**src/rtl/led_breath_if.sv**
```systemverilog
// Signal bundle for led_breath: run controls towards the block, LED drive and status back.
interface led_breath_if;
  logic       en;
  logic       mode;
  logic [7:0] duty_in;
  logic [1:0] led;
  logic [7:0] level;
  logic       period_start;

  modport master (output en, mode, duty_in, input led, level, period_start);
  modport slave  (input en, mode, duty_in, output led, level, period_start);
endinterface

```
**src/rtl/led_breath.sv**
```systemverilog
// LED breathing controller: 8-bit PWM driven by a rise/hold/fall envelope or a fixed duty.
// Define LED_BREATH_GAMMA_EN to square the level before it reaches the PWM comparator.
module led_breath #(
  parameter int unsigned PRESCALE     = 8,
  parameter int unsigned STEP_PERIODS = 4,
  parameter int unsigned HOLD_PERIODS = 16
) (
  input  logic        clk,
  input  logic        rst,
  led_breath_if.slave bus
);

  typedef enum logic [2:0] {IDLE, RISE, HOLD_HI, FALL, HOLD_LO} state_e;

  localparam logic [15:0] PRE_LAST  = 16'(PRESCALE - 1);
  localparam logic [7:0]  STEP_LAST = 8'(STEP_PERIODS - 1);
  localparam logic [7:0]  HOLD_LAST = 8'(HOLD_PERIODS - 1);

  state_e      state_q, state_d;
  logic [15:0] pre_q, pre_d;
  logic [7:0]  phase_q, phase_d;
  logic [7:0]  cnt_q, cnt_d;
  logic [7:0]  level_q, level_d;
  logic [7:0]  duty_act_q, duty_act_d;
  logic        pwm_q, pwm_d;
  logic        pstart_q, pstart_d;
  logic        tick, boundary;

  // NOTE: registers take non-blocking assignments so every flop sees pre-edge values.
  always_ff @(posedge clk) begin
    if (rst) begin
      state_q    <= IDLE;
      pre_q      <= '0;
      phase_q    <= '0;
      cnt_q      <= '0;
      level_q    <= '0;
      duty_act_q <= '0;
      pwm_q      <= 1'b0;
      pstart_q   <= 1'b0;
    end else begin
      state_q    <= state_d;
      pre_q      <= pre_d;
      phase_q    <= phase_d;
      cnt_q      <= cnt_d;
      level_q    <= level_d;
      duty_act_q <= duty_act_d;
      pwm_q      <= pwm_d;
      pstart_q   <= pstart_d;
    end
  end

  always_comb begin
    // NOTE: every value written here gets a default first, so no path can infer a latch.
    state_d    = state_q;
    pre_d      = pre_q;
    phase_d    = phase_q;
    cnt_d      = cnt_q;
    level_d    = level_q;
    duty_act_d = duty_act_q;
    pstart_d   = 1'b0;
    tick       = (pre_q == PRE_LAST);
    boundary   = tick && (phase_q == 8'hFF);

    if (!bus.en) begin
      state_d    = IDLE;
      pre_d      = '0;
      phase_d    = '0;
      cnt_d      = '0;
      level_d    = '0;
      duty_act_d = '0;
    end else begin
      pre_d    = tick ? '0 : pre_q + 16'd1;
      phase_d  = tick ? phase_q + 8'd1 : phase_q;
      pstart_d = boundary;
      if (boundary) begin
        cnt_d = cnt_q + 8'd1;
        if (bus.mode) begin
          state_d = IDLE;
          cnt_d   = '0;
          level_d = bus.duty_in;
        end else begin
          unique case (state_q)
            IDLE: begin
              state_d = RISE;
              cnt_d   = '0;
              level_d = '0;
            end
            RISE: if (cnt_q == STEP_LAST) begin
              cnt_d = '0;
              if (level_q != 8'hFF) level_d = level_q + 8'd1;
              if (level_q >= 8'hFE) state_d = HOLD_HI;
            end
            HOLD_HI: if (cnt_q == HOLD_LAST) begin
              cnt_d   = '0;
              state_d = FALL;
            end
            FALL: if (cnt_q == STEP_LAST) begin
              cnt_d = '0;
              if (level_q != 8'h00) level_d = level_q - 8'd1;
              if (level_q <= 8'h01) state_d = HOLD_LO;
            end
            HOLD_LO: if (cnt_q == HOLD_LAST) begin
              cnt_d   = '0;
              state_d = RISE;
            end
            default: begin
              state_d = IDLE;
              cnt_d   = '0;
              level_d = '0;
            end
          endcase
        end
        // The duty for the coming period follows the level it will display.
`ifdef LED_BREATH_GAMMA_EN
        duty_act_d = 8'((16'(level_d) * 16'(level_d)) >> 8);
`else
        duty_act_d = level_d;
`endif
      end
    end

    pwm_d = (phase_d < duty_act_d);
  end

  assign bus.led          = {pwm_q, ~pwm_q};
  assign bus.level        = level_q;
  assign bus.period_start = pstart_q;

endmodule

```
**src/flat_wrapper.sv**
```systemverilog
// flat-port wrapper written by rule: the top's interface ports become plain ports
module led_breath_flat 
#(
  parameter int unsigned PRESCALE     = 8,
  parameter int unsigned STEP_PERIODS = 4,
  parameter int unsigned HOLD_PERIODS = 16
)
  (clk, rst, bus_en, bus_mode, bus_duty_in, bus_led, bus_level, bus_period_start);
  led_breath_if bus_i ();
  input  logic clk;
  input  logic rst;
  input wire logic [$bits(bus_i.en)-1:0] bus_en;
  input wire logic [$bits(bus_i.mode)-1:0] bus_mode;
  input wire logic [$bits(bus_i.duty_in)-1:0] bus_duty_in;
  output wire logic [$bits(bus_i.led)-1:0] bus_led;
  output wire logic [$bits(bus_i.level)-1:0] bus_level;
  output wire logic [$bits(bus_i.period_start)-1:0] bus_period_start;
  assign bus_i.en = bus_en;
  assign bus_i.mode = bus_mode;
  assign bus_i.duty_in = bus_duty_in;
  assign bus_led = bus_i.led;
  assign bus_level = bus_i.level;
  assign bus_period_start = bus_i.period_start;
  led_breath #(.PRESCALE(PRESCALE), .STEP_PERIODS(STEP_PERIODS), .HOLD_PERIODS(HOLD_PERIODS)) u_core (.clk(clk), .rst(rst), .bus(bus_i));
endmodule
```
**config.mk**
```make
export PLATFORM = sky130hd
export DESIGN_NAME = led_breath_flat
export DESIGN_NICKNAME = d
export VERILOG_FILES = /design/src/rtl/led_breath_if.sv /design/src/rtl/led_breath.sv /design/src/flat_wrapper.sv
export SDC_FILE = /design/constraint.sdc
export NUM_CORES = 1
export LEC_CHECK = 0
export ABC_CLOCK_PERIOD_IN_PS = 5200
export CORE_UTILIZATION = 60
export DETAILED_ROUTE_END_ITERATION = 8
export GPL_TIMING_DRIVEN = 0
export MAX_ROUTING_LAYER = met4
export PLACE_DENSITY_LB_ADDON = 0.1
export SLEW_MARGIN = 20
export SYNTH_ARGS = -nofsm -noshare
export SYNTH_HDL_FRONTEND = slang
export SYNTH_SLANG_ARGS = --single-unit
```
**constraint.sdc**
```tcl
create_clock -name clk -period 5.2 [get_ports clk]
set_input_delay 1.56 -clock clk [delete_from_list [all_inputs] [get_ports clk]]
set_output_delay 1.56 -clock clk [all_outputs]
set_load 0.02 [all_outputs]
```
==> results of run 1 <==
==> where the power goes <==
| part | internal (uW) | switching (uW) | leakage (uW) |
|---|---|---|---|
| sequential | 406 | 0.563 | 0.000427 |
| clock | 96.5 | 146 | 0.0000456 |
| combinational | 11.2 | 17.0 | 0.000805 |
==> state kept, by name (all words and copies together) (netlist names) <==
register and count:
u_core.bus.period_start 1, u_core.bus.level 8, u_core.phase_q 8, u_core.pre_q 16
u_core.pwm_q 1, u_core.state_q 3, u_core.cnt_q 8, u_core.duty_act_q 8
==> metal layers <==
layer | GRT usage, % | routed length (um)
met1 | 44.87 | 4178
met2 | 52.88 | 4204
met3 | 8.862 | 848
met4 | 10.38 | 204
met5 | - | 0
==> per-stage QoR <==
stage | cell area (sq um) | total power (uW) | worst slack (ns)
after detailed placement | 3645 | 443.6 | 0.07874
after CTS | 3731 | 678.1 | 0.3812
final | 3731 | 677.5 | 0.2367
after global placement | 3645 | 443.3 | 0.04205
after global routing | 3731 | 694.8 | 0.1756
after floorplan | 3337 | 427.1 | 1.421
==> cells by family after synthesis <==
| kind of cell | count (synthesis) |
|---|---|
| AOI/OAI and AO/OA | 81 |
| xor gates and xnor gates | 26 |
| adders and majority gates | 15 |
| buffers and inverters | 29 |
| DFF | 53 |
| muxes | 3 |
| and+or+nand+nor | 208 |
==> path summary, 6_finish.rpt <==
| kind | end | slack, ns | from |
|---|---|---|---|
| worst min register to register | u_core.pre_q[0]$_SDFF_PP0_ | 0.46 | u_core.pre_q[0]$_SDFF_PP0_ |
| worst min-delay path | u_core.pre_q[0]$_SDFF_PP0_ | 0.46 | u_core.pre_q[0]$_SDFF_PP0_ |
| worst max-delay path | u_core.pwm_q$_SDFF_PP0_ | 0.24 | bus_mode |
| worst max register to register | u_core.pwm_q$_SDFF_PP0_ | 0.79 | u_core.bus.level[1]$_SDFFE_PP0P_ |
==> final cells by class <==
| class | count | area, sq um |
|---|---|---|
| tap | 70 | 87.58 |
| buffer | 22 | 90.09 |
| sequential | 53 | 1061 |
| fill | 423 | 1506 |
| clock buffer | 6 | 72.57 |
| timing repair buffer | 22 | 220.2 |
| clock inverter | 2 | 13.76 |
| inverter | 7 | 26.28 |
| multi-input combinational | 333 | 2160 |
==> synthesized netlist by cell type, drive strengths merged, types with 5 or more instances <==
cell    count
nor2       60
inv         6
xnor2      14
and3       10
o21ai      11
ha         15
xor2       12
nor3       20
nor4       10
clkbuf     18
nand3      27
a21oi      16
nand4       8
and2        5
o21a        5
nor2b       9
nand2      29
dfxtp      53
nor3b       7
==> cells in the final DEF, fill, tap and decap left out, drive strengths merged, types with 14 or more instances in the layout <==
| master | Yosys | layout |
|---|---|---|
| dfxtp | 53 | 53 |
| a21oi | 16 | 16 |
| nand3 | 27 | 27 |
| nor2 | 60 | 60 |
| clkdlybuf4s50 | 0 | 22 |
| xnor2 | 14 | 14 |
| ha | 15 | 15 |
| nand2 | 29 | 29 |
| clkbuf | 18 | 24 |
| nor3 | 20 | 20 |
==> impl_results.md, run 1 <==
- Die area: 5864 sq um
- #FFs+latches synth: 53
- Drt first-iter violations: 410
- Layout area overhead: 11.81%
- Initial core utilization: 63.71%
- Synth Area in XOR/XNOR: 6.824%
- Crit path max fanout: 7
- Grt total ovfl: 0
- Status: finished, final reports clean
- Initial antenna violation count: 0
- Synth Area in Simple Gates: 32.92%
- Mapped Avg Cell Area: 8.041 sq um
- Clk pin slew, worst setup/hold paths: 0.10 ns
- Area share of the largest cell type after synthesis: 31.80%
- Gates resized, CTS repair: 0
- Post-synth EDFFs: 0
- GRT Total Usage: 34.60%
- Non-Filler Instances: 515
- Dominant cell type by area after synthesis: dfxtp_1
- Setup TNS: 0 ns
- Largest net degree at the start of global routing: 17
- Worst Path Arrival: 5.13 ns
- Async SR Flop Fraction: 0%
- Antenna diode count: 0
- Max VDD drop: 0.1520 mV
- Syn Std Cell Area: 3337 sq um
- CP delay by family, top: simple AND/OR/NAND/NOR gates
- Worst path required time: 5.37 ns
- Clock buffer depth: 2
- Max_cap viols: 0
- Routed Antenna Nets: 0
- Worst Path Buf+Inv: 1
- RSZ-0062 raised after global routing: no
- Hold Crit Depth: 1
- First-pass GRT wire length: 15550 um
- CP Launch Type: input pin
- Period minus WS final: 4.963 ns
- Worst clock skew: 0.01270 ns
- TritonCTS buffer count: 5
- Worst r2r path cells: 15
- CP peak stage delay: 0.78 ns
- Period utilization: 95.45%
- Mux cell area share after synthesis: 0.8999%
- Worst Hold Class: reg -> reg
- Post-synthesis compound-gate area fraction: 18.45%
- Ports: 23
- TritonRoute pass-1 iters: 5
- GP Congestion: 1.001
- Critical Path Most Common Cell: a21o_1
- Number of global-route vias before repair: 3196
- Post-CTS setup buffers: 0
- Crit Path Category: in -> reg
- Post-Place Cells: 507
- FP Rows: 26
- Final core occ: 71.24%
- Post-DP HPWL: 7032 um
- CP endpoint kind: flop
- Clk sinks: 53
- Ratio of cells with drive above 1 in the final layout: 3.820%
- Netlist cell types: 64
- Yosys warns: 0
- Stages on worst setup path: 11
- Die Y: 76.58 um
- H-Tree Depth: 2
- Via Count: 3325
- Die width: 76.58 um
- Slowest CP cell: nor3_1
- Ys flop type: dfxtp_1
- Nets@finish: 471
- FMAX: 0.2015 GHz
- Largest family of logic cells by synthesized area: simple AND/OR/NAND/NOR gates
- DRC viols: 0
- Mapped Cells: 415
- Register area share after synthesis: 31.80%
- Leakage: 0.001278 uW
- Adder-Cell Fraction of Synth Area: 5.624%
- Crit path cell chain: clkdlybuf4s50_1 > nor3_1 > o21a_1 > a221oi_1 > or3b_1 > ha_1 > a21o_1 > a21o_1 > a21oi_1 > nand2_1 > o41ai_1
- P per Cell Area: 181.6 nW/um^2
- # hold bufs at CTS: 0
- Port buffer count: 22
- Clk_lat worst skew: 0.31 ns
- Placeable Area: 5238 sq um
- Vias per cell: 6.456
- Synthesized Nets: 442
- Rel. slew slack: 44.59%
- # setup viols final: 0
- CTS tree: yes
- CTS root buffer: clkbuf_8
- Max-slew violation count: 0
- Post-DR wirelength/cell: 18.32 um
- Worst-Margin Slew: 0.8248 ns
- Hold Fails Final Rpt: 0
- Synth area leaders: dfxtp_1, nor2_1, ha_1
- WHS: 0.4599 ns
- Final wirelength: 9436 um
No activity file was read; power rests on OpenSTA's default activity.
==> run 2, diff against run 1 <==
- CORE_UTILIZATION: 60 -> 64
==> run 2 against run 1 <==
  * Count of clock-buffer cells in the layout did not move
  * Fmax increased by 4.6%
  * Via count up 3.7%
  * First-iteration DRC count increased by 5.9%
  * Clock power is 4% lower
  * Cell count is 0.58% lower
  * Combinational power down 3%
  * Largest cell class unchanged
==> impl_results.md, run 2 (synthesis gave the netlist of run 1 again) <==
- # hold bufs at CTS: 0 (unchanged)
- Clk sinks: 53 (unchanged)
- GRT Total Usage: 36.72% (+2.1 points)
- Dpl ws: -0.06033 ns (-0.1391 ns)
- Rel. slew slack: 57.00% (+12 points)
- Grt total ovfl: 0 (unchanged)
- DRC viols: 0 (unchanged)
- Antenna diode count: 0 (unchanged)
- Ratio of cells with drive above 1 in the final layout: 4.045% (+0.22 points)
- Initial core utilization: 68.38% (+4.7 points)
- Worst-Margin Slew: 0.6436 ns (-0.1812 ns)
- Vias per cell: 6.736 (+4.3%)
- TritonCTS buffer count: 5 (unchanged)
- P_int: 513.5 uW (about the same)
- Worst Hold Class: reg -> reg
- Final core occ: 76.49% (+5.2 points)
- CTS tree: yes
- H-Tree Depth: 2 (unchanged)
- Placeable Area: 4880 sq um (-6.8%)
- # setup viols final: 0 (unchanged)
- GR Util met1: 43.65% (-1.2 points)
- Worst Path Arrival: 4.91 ns (-0.22 ns)
- Via Count: 3449 (+3.7%)
- Largest net degree at the start of global routing: 17 (unchanged)
- CP peak stage delay: 0.63 ns (-0.15 ns)
- Grt met3 use: 7.317% (-1.5 points)
- GP Congestion: 0.9614 (-3.9%)
- Switching Share: 22.89% (-1.2 points)
- Clk_lat worst skew: 0.31 ns (about the same)
- Post-DP HPWL: 6921 um (-1.6%)
- Setup WS post-layout: 0.4540 ns (+0.2173 ns)
- Area after DPL: 3641 sq um (-0.10%)
- Nets@finish: 471 (unchanged)
- M2 GR Usage: 59.39% (+6.5 points)
- Period utilization: 91.27% (-4.2 points)
- Crit path cell chain: clkdlybuf4s50_1 > nor3_2 > o21a_1 > a221oi_1 > or3b_1 > ha_1 > a21o_1 > a21o_1 > a21oi_1 > nand2_1 > o41ai_1
- Max reg flops: 16 (unchanged)
- Clock buffer depth: 2 (unchanged)
- First-pass GRT wire length: 14810 um (-4.7%)
- Final wirelength: 9230 um (-2.2%)
- P per Cell Area: 178.4 nW/um^2 (-1.7%)
- Sequential share of power: 61.1% (+1.0 points)
- Critical Path Most Common Cell: a21o_1
- Leakage: 0.001280 uW (+0.20%)
- Commonest non-fill, non-tap cell in the layout: nor2_1
- Layout area overhead: 11.85% (about the same)
- Hold Fails Final Rpt: 0 (unchanged)
- Net switching power: 152.5 uW (-6.7%)
- Port buffer count: 22 (unchanged)
- CP Launch Type: input pin
- Worst clock skew: 0.007151 ns (-0.005548 ns)
- Post-DR wirelength/cell: 18.03 um (-1.6%)
- CTS root buffer: clkbuf_8
- Status: finished, final reports clean
- Most frequent cells in the layout: nor2_1, dfxtp_1, nand2_1
- Drt first-iter violations: 434 (+5.9%)
- RSZ-0062 raised after global routing: no
- Routed Antenna Nets: 0 (unchanged)
- Die Y: 74.21 um (-3.1%)
- GR peak layer: met2
- Setup TNS: 0 ns (unchanged)
- Crit Path Category: in -> reg
- Biggest register: u_core.pre_q
- Max VDD drop: 0.2013 mV (+32%)
- Max_cap viols: 0 (unchanged)
- Ports: 23 (unchanged)
- Period minus WS final: 4.746 ns (-0.2173 ns)
- Die area: 5506 sq um (-6.1%)
- Post-route cell area: 3732 sq um (about the same)
- Number of global-route vias before repair: 3167 (-0.91%)
- Max-slew violation count: 0 (unchanged)
- FP Rows: 25 (-3.8%)
- Worst path required time: 5.37 ns (about the same)
- FMAX: 0.2107 GHz (+4.6%)
- WHS: 0.4647 ns (+0.004767 ns)
- Die width: 74.21 um (-3.1%)
- Comb power frac: 4.1% (about the same)
- Initial antenna violation count: 0 (unchanged)
- Clk pin slew, worst setup/hold paths: 0.09 ns (about the same)
- CP endpoint kind: flop
- Slowest CP cell: clkdlybuf4s50_1
- TritonRoute pass-1 iters: 5 (unchanged)
- Crit path max fanout: 7 (unchanged)
- Clock share of power: 34.8% (-1.0 points)
-- run 2: cell counts in the layout (fill, tap and decap cells not counted) --
No cell type changed its count.
-- run 2: cell type report --
| type | count | area, sq um |
|---|---|---|
| Sequential cell | 53 | 1061 |
| Buffer | 22 | 90.09 |
| Timing Repair Buffer | 22 | 220.2 |
| Inverter | 7 | 26.28 |
| Fill cell | 382 | 1147 |
| Clock inverter | 2 | 13.76 |
| Multi-Input combinational cell | 333 | 2165 |
| Clock buffer | 6 | 72.57 |
| Tap cell | 67 | 83.83 |
-- run 2: repair_timing --
item / CTS / global route
hold endpoints to repair: 0 / 0
gates resized for setup: 0 / 1
setup buffers: 0 / 0
setup endpoints to repair: 0 / 1
-- run 2: critical path: cells and delay by family --
family / cells / cell delay (ns)
compound gates: 6 / 1.29
buf+inv: 1 / 0.63
fa+ha+maj: 1 / 0.32
simple gates: 3 / 1.10
-- run 2: final timing paths --
path / slack [ns] / start / end / cells after the start
max: 0.45 / bus_mode / u_core.pwm_q$_SDFF_PP0_ / 11
min: 0.46 / u_core.pre_q[0]$_SDFF_PP0_ / u_core.pre_q[0]$_SDFF_PP0_ / 1
max reg2reg: 1.00 / u_core.cnt_q[0]$_SDFFE_PP0P_ / u_core.pwm_q$_SDFF_PP0_ / 13
min reg2reg: 0.46 / u_core.pre_q[0]$_SDFF_PP0_ / u_core.pre_q[0]$_SDFF_PP0_ / 1
-- run 2: power groups by stage --
stage / logic, uW / registers, uW / clock network [uW]
2_1_floorplan: 10.9 / 416 / 0
3_3_place_gp: 26.6 / 416 / 0
3_5_place_dp: 26.6 / 416 / 0
4_1_cts: 26.7 / 407 / 231
5_1_grt: 28.7 / 407 / 247
6_report: 27.4 / 407 / 232
-- run 2: layer usage --
layer,part of all wire (%),vias to the layer above
met5,0,-
met4,4.2,0
met3,8.6,50
met2,46,215
met1,41,1602
li1,-,1582
-- run 2: stage by stage --
stage | total power (uW) | cells
floorplan | 427.1 | 415
global placement | 442.9 | 504
detailed placement | 442.9 | 504
CTS | 664.9 | 512
global route | 682.6 | 512
finish | 666.0 | 512
==> run 3, diff against run 2 <==
- RECOVER_POWER: default -> 25
==> run 3 against run 2 <==
  * Die area is the same
  * Total power is essentially flat
  * Flip-flop and latch count did not move
  * Sequential share of layout area did not move
  * Global-route usage did not move
  * Largest cell class unchanged
  * Non-clock buffer count unchanged
  * Cell area did not move
==> impl_results.md, run 3 (synthesis gave the netlist of run 1 again) <==
- Routed Antenna Nets: 0 (unchanged)
- Most frequent cells in the layout: nor2_1, dfxtp_1, nand2_1
- Clk_lat worst skew: 0.31 ns (about the same)
- Worst path required time: 5.37 ns (about the same)
- Grt met3 use: 7.317% (unchanged)
- Post-DP HPWL: 6921 um (unchanged)
- Period utilization: 90.90% (-0.37 points)
- Max-slew violation count: 0 (unchanged)
- Max_cap viols: 0 (unchanged)
- Crit path max fanout: 7 (unchanged)
- GRT Total Usage: 36.72% (unchanged)
- Die Y: 74.21 um (unchanged)
- First-pass GRT wire length: 14810 um (unchanged)
- Setup TNS: 0 ns (unchanged)
- CTS root buffer: clkbuf_8
- Placeable Area: 4880 sq um (unchanged)
- Vias per cell: 6.695 (-0.61%)
- Final wirelength: 9285 um (+0.60%)
- Via Count: 3428 (-0.61%)
- M2 GR Usage: 59.39% (unchanged)
- Ratio of cells with drive above 1 in the final layout: 4.045% (unchanged)
- Worst Path Arrival: 4.89 ns (-0.02 ns)
- Hold Crit Depth: 1 (unchanged)
- CP Launch Type: input pin
- Clk pin slew, worst setup/hold paths: 0.10 ns (about the same)
- Post-DR wirelength/cell: 18.13 um (+0.60%)
- Gates resized, CTS repair: 0 (unchanged)
- Leakage: 0.001298 uW (+1.4%)
- RSZ-0062 raised after global routing: no
- TritonCTS buffer count: 5 (unchanged)
- Port buffer count: 22 (unchanged)
- Largest net degree at the start of global routing: 17 (unchanged)
- Rel. slew slack: 56.62% (-0.38 points)
- Clk sinks: 53 (unchanged)
- Biggest register: u_core.pre_q
- GR peak layer: met2
- # setup viols final: 0 (unchanged)
- P per Cell Area: 178.3 nW/um^2 (about the same)
- GR Util met1: 43.65% (unchanged)
- CP endpoint kind: flop
- Hold Fails Final Rpt: 0 (unchanged)
- DRC viols: 0 (unchanged)
- R2R Path End: u_core.pwm_q$_SDFF_PP0_
- FP Rows: 25 (unchanged)
- Period minus WS final: 4.727 ns (-0.01911 ns)
- Min-Delay Endpoint: u_core.pre_q[0]$_SDFF_PP0_
- Initial antenna violation count: 0 (unchanged)
- TritonRoute pass-1 iters: 5 (unchanged)
- Layout area overhead: 11.85% (unchanged)
- Nets@finish: 471 (unchanged)
- Worst R2R Start: u_core.bus.level[1]$_SDFFE_PP0P_
- Number of global-route vias before repair: 3167 (unchanged)
- Die area: 5506 sq um (unchanged)
- Reg-to-reg slack, setup: 0.99 ns (about the same)
- Commonest non-fill, non-tap cell in the layout: nor2_1
- Critical Path Source: bus_mode
- Antenna diode count: 0 (unchanged)
- Worst Hold Class: reg -> reg
- Worst r2r path cells: 14 (+1)
- Ports: 23 (unchanged)
- Max VDD drop: 0.2012 mV (about the same)
- Drt first-iter violations: 476 (+9.7%)
- Post-CTS setup buffers: 0 (unchanged)
- Max reg flops: 16 (unchanged)
- Die width: 74.21 um (unchanged)
- CTS tree: yes
- Crit Path Category: in -> reg
- Clock buffer depth: 2 (unchanged)
- Worst-Margin Slew: 0.6494 ns (+0.005729 ns)
- Initial core utilization: 68.38% (unchanged)
- Hold_sp: u_core.pre_q[0]$_SDFF_PP0_
- H-Tree Depth: 2 (unchanged)
- Worst clock skew: 0.008315 ns (+0.001164 ns)
- # hold bufs at CTS: 0 (unchanged)
- GP Congestion: 0.9614 (unchanged)
- FMAX: 0.2116 GHz (+0.40%)
- Grt total ovfl: 0 (unchanged)
- Status: finished, final reports clean
- Final core occ: 76.49% (unchanged)
==> run 3: cell count changes in the layout (fill, tap and decap cells not counted) <==
cell	delta
clkdlybuf4s50_1	-8
dlygate4sd3_1	+8
and2_0	+1
and2_1	-1
==> run 3: report_power, final <==
| part | switching (uW) | internal [uW] |
|---|---|---|
| combinational | 16.5 | 11.0 |
| clock | 135 | 96.2 |
| sequential | 0.601 | 406 |
| total | 152 | 513 |
==> run 3: metrics by stage <==
| stage | instances | setup slack, ns | hold WS, ns | total power [uW] | area [sq um] |
|---|---|---|---|---|---|
| 5_1_grt | 512 | 0.3098 | 0.4820 | 682.4 | 3732 |
| 2_1_floorplan | 415 | 1.421 | 0.4175 | 427.1 | 3337 |
| 6_report | 512 | 0.4731 | 0.4644 | 665.4 | 3732 |
| 3_5_place_dp | 504 | -0.06033 | 0.4413 | 442.9 | 3641 |
| 4_1_cts | 512 | 0.2494 | 0.4626 | 664.9 | 3727 |
| 3_3_place_gp | 504 | -0.1336 | 0.4282 | 442.9 | 3641 |
==> run 3: area by class of cell <==
cell class | instances | area, sq um
clock buffers | 6 | 72.57
repair buffers | 22 | 220.2
flip-flops and latches | 53 | 1061
inverters | 7 | 26.28
plain buffers | 22 | 90.09
well taps | 67 | 83.83
multi-input cells | 333 | 2165
fillers | 382 | 1147
clock inverters | 2 | 13.76
==> run 3: metal layers <==
| layer | up-vias | routed length [um] | share of wire [%] |
|---|---|---|---|
| li1 | 1584 | - | - |
| met1 | 1595 | 3818 | 41 |
| met2 | 208 | 4360 | 47 |
| met3 | 41 | 799 | 8.6 |
| met4 | 0 | 306 | 3.3 |
| met5 | - | 0 | 0 |
==> run 3: worst max-delay path by stage <==
stage | end | slack [ns] | cells past startpoint
final | u_core.pwm_q$_SDFF_PP0_ | 0.47 | 11
after global routing | u_core.pwm_q$_SDFF_PP0_ | 0.31 | 11
after CTS | u_core.pwm_q$_SDFF_PP0_ | 0.25 | 11
after detailed placement | u_core.pwm_q$_SDFF_PP0_ | -0.06 | 11
after global placement | u_core.pwm_q$_SDFF_PP0_ | -0.13 | 11
after floorplan | u_core.pwm_q$_SDFF_PP0_ | 1.42 | 10
==> run 3: worst max-delay path, stage by stage <==
cell and delay, ns:
clkdlybuf4s50_1 0.64, nor3_2 0.61, o21a_1 0.20, a221oi_1 0.12, or3b_1 0.42, ha_1 0.32
a21o_1 0.17, a21o_1 0.19, a21oi_1 0.19, nand2_1 0.07, o41ai_1 0.40
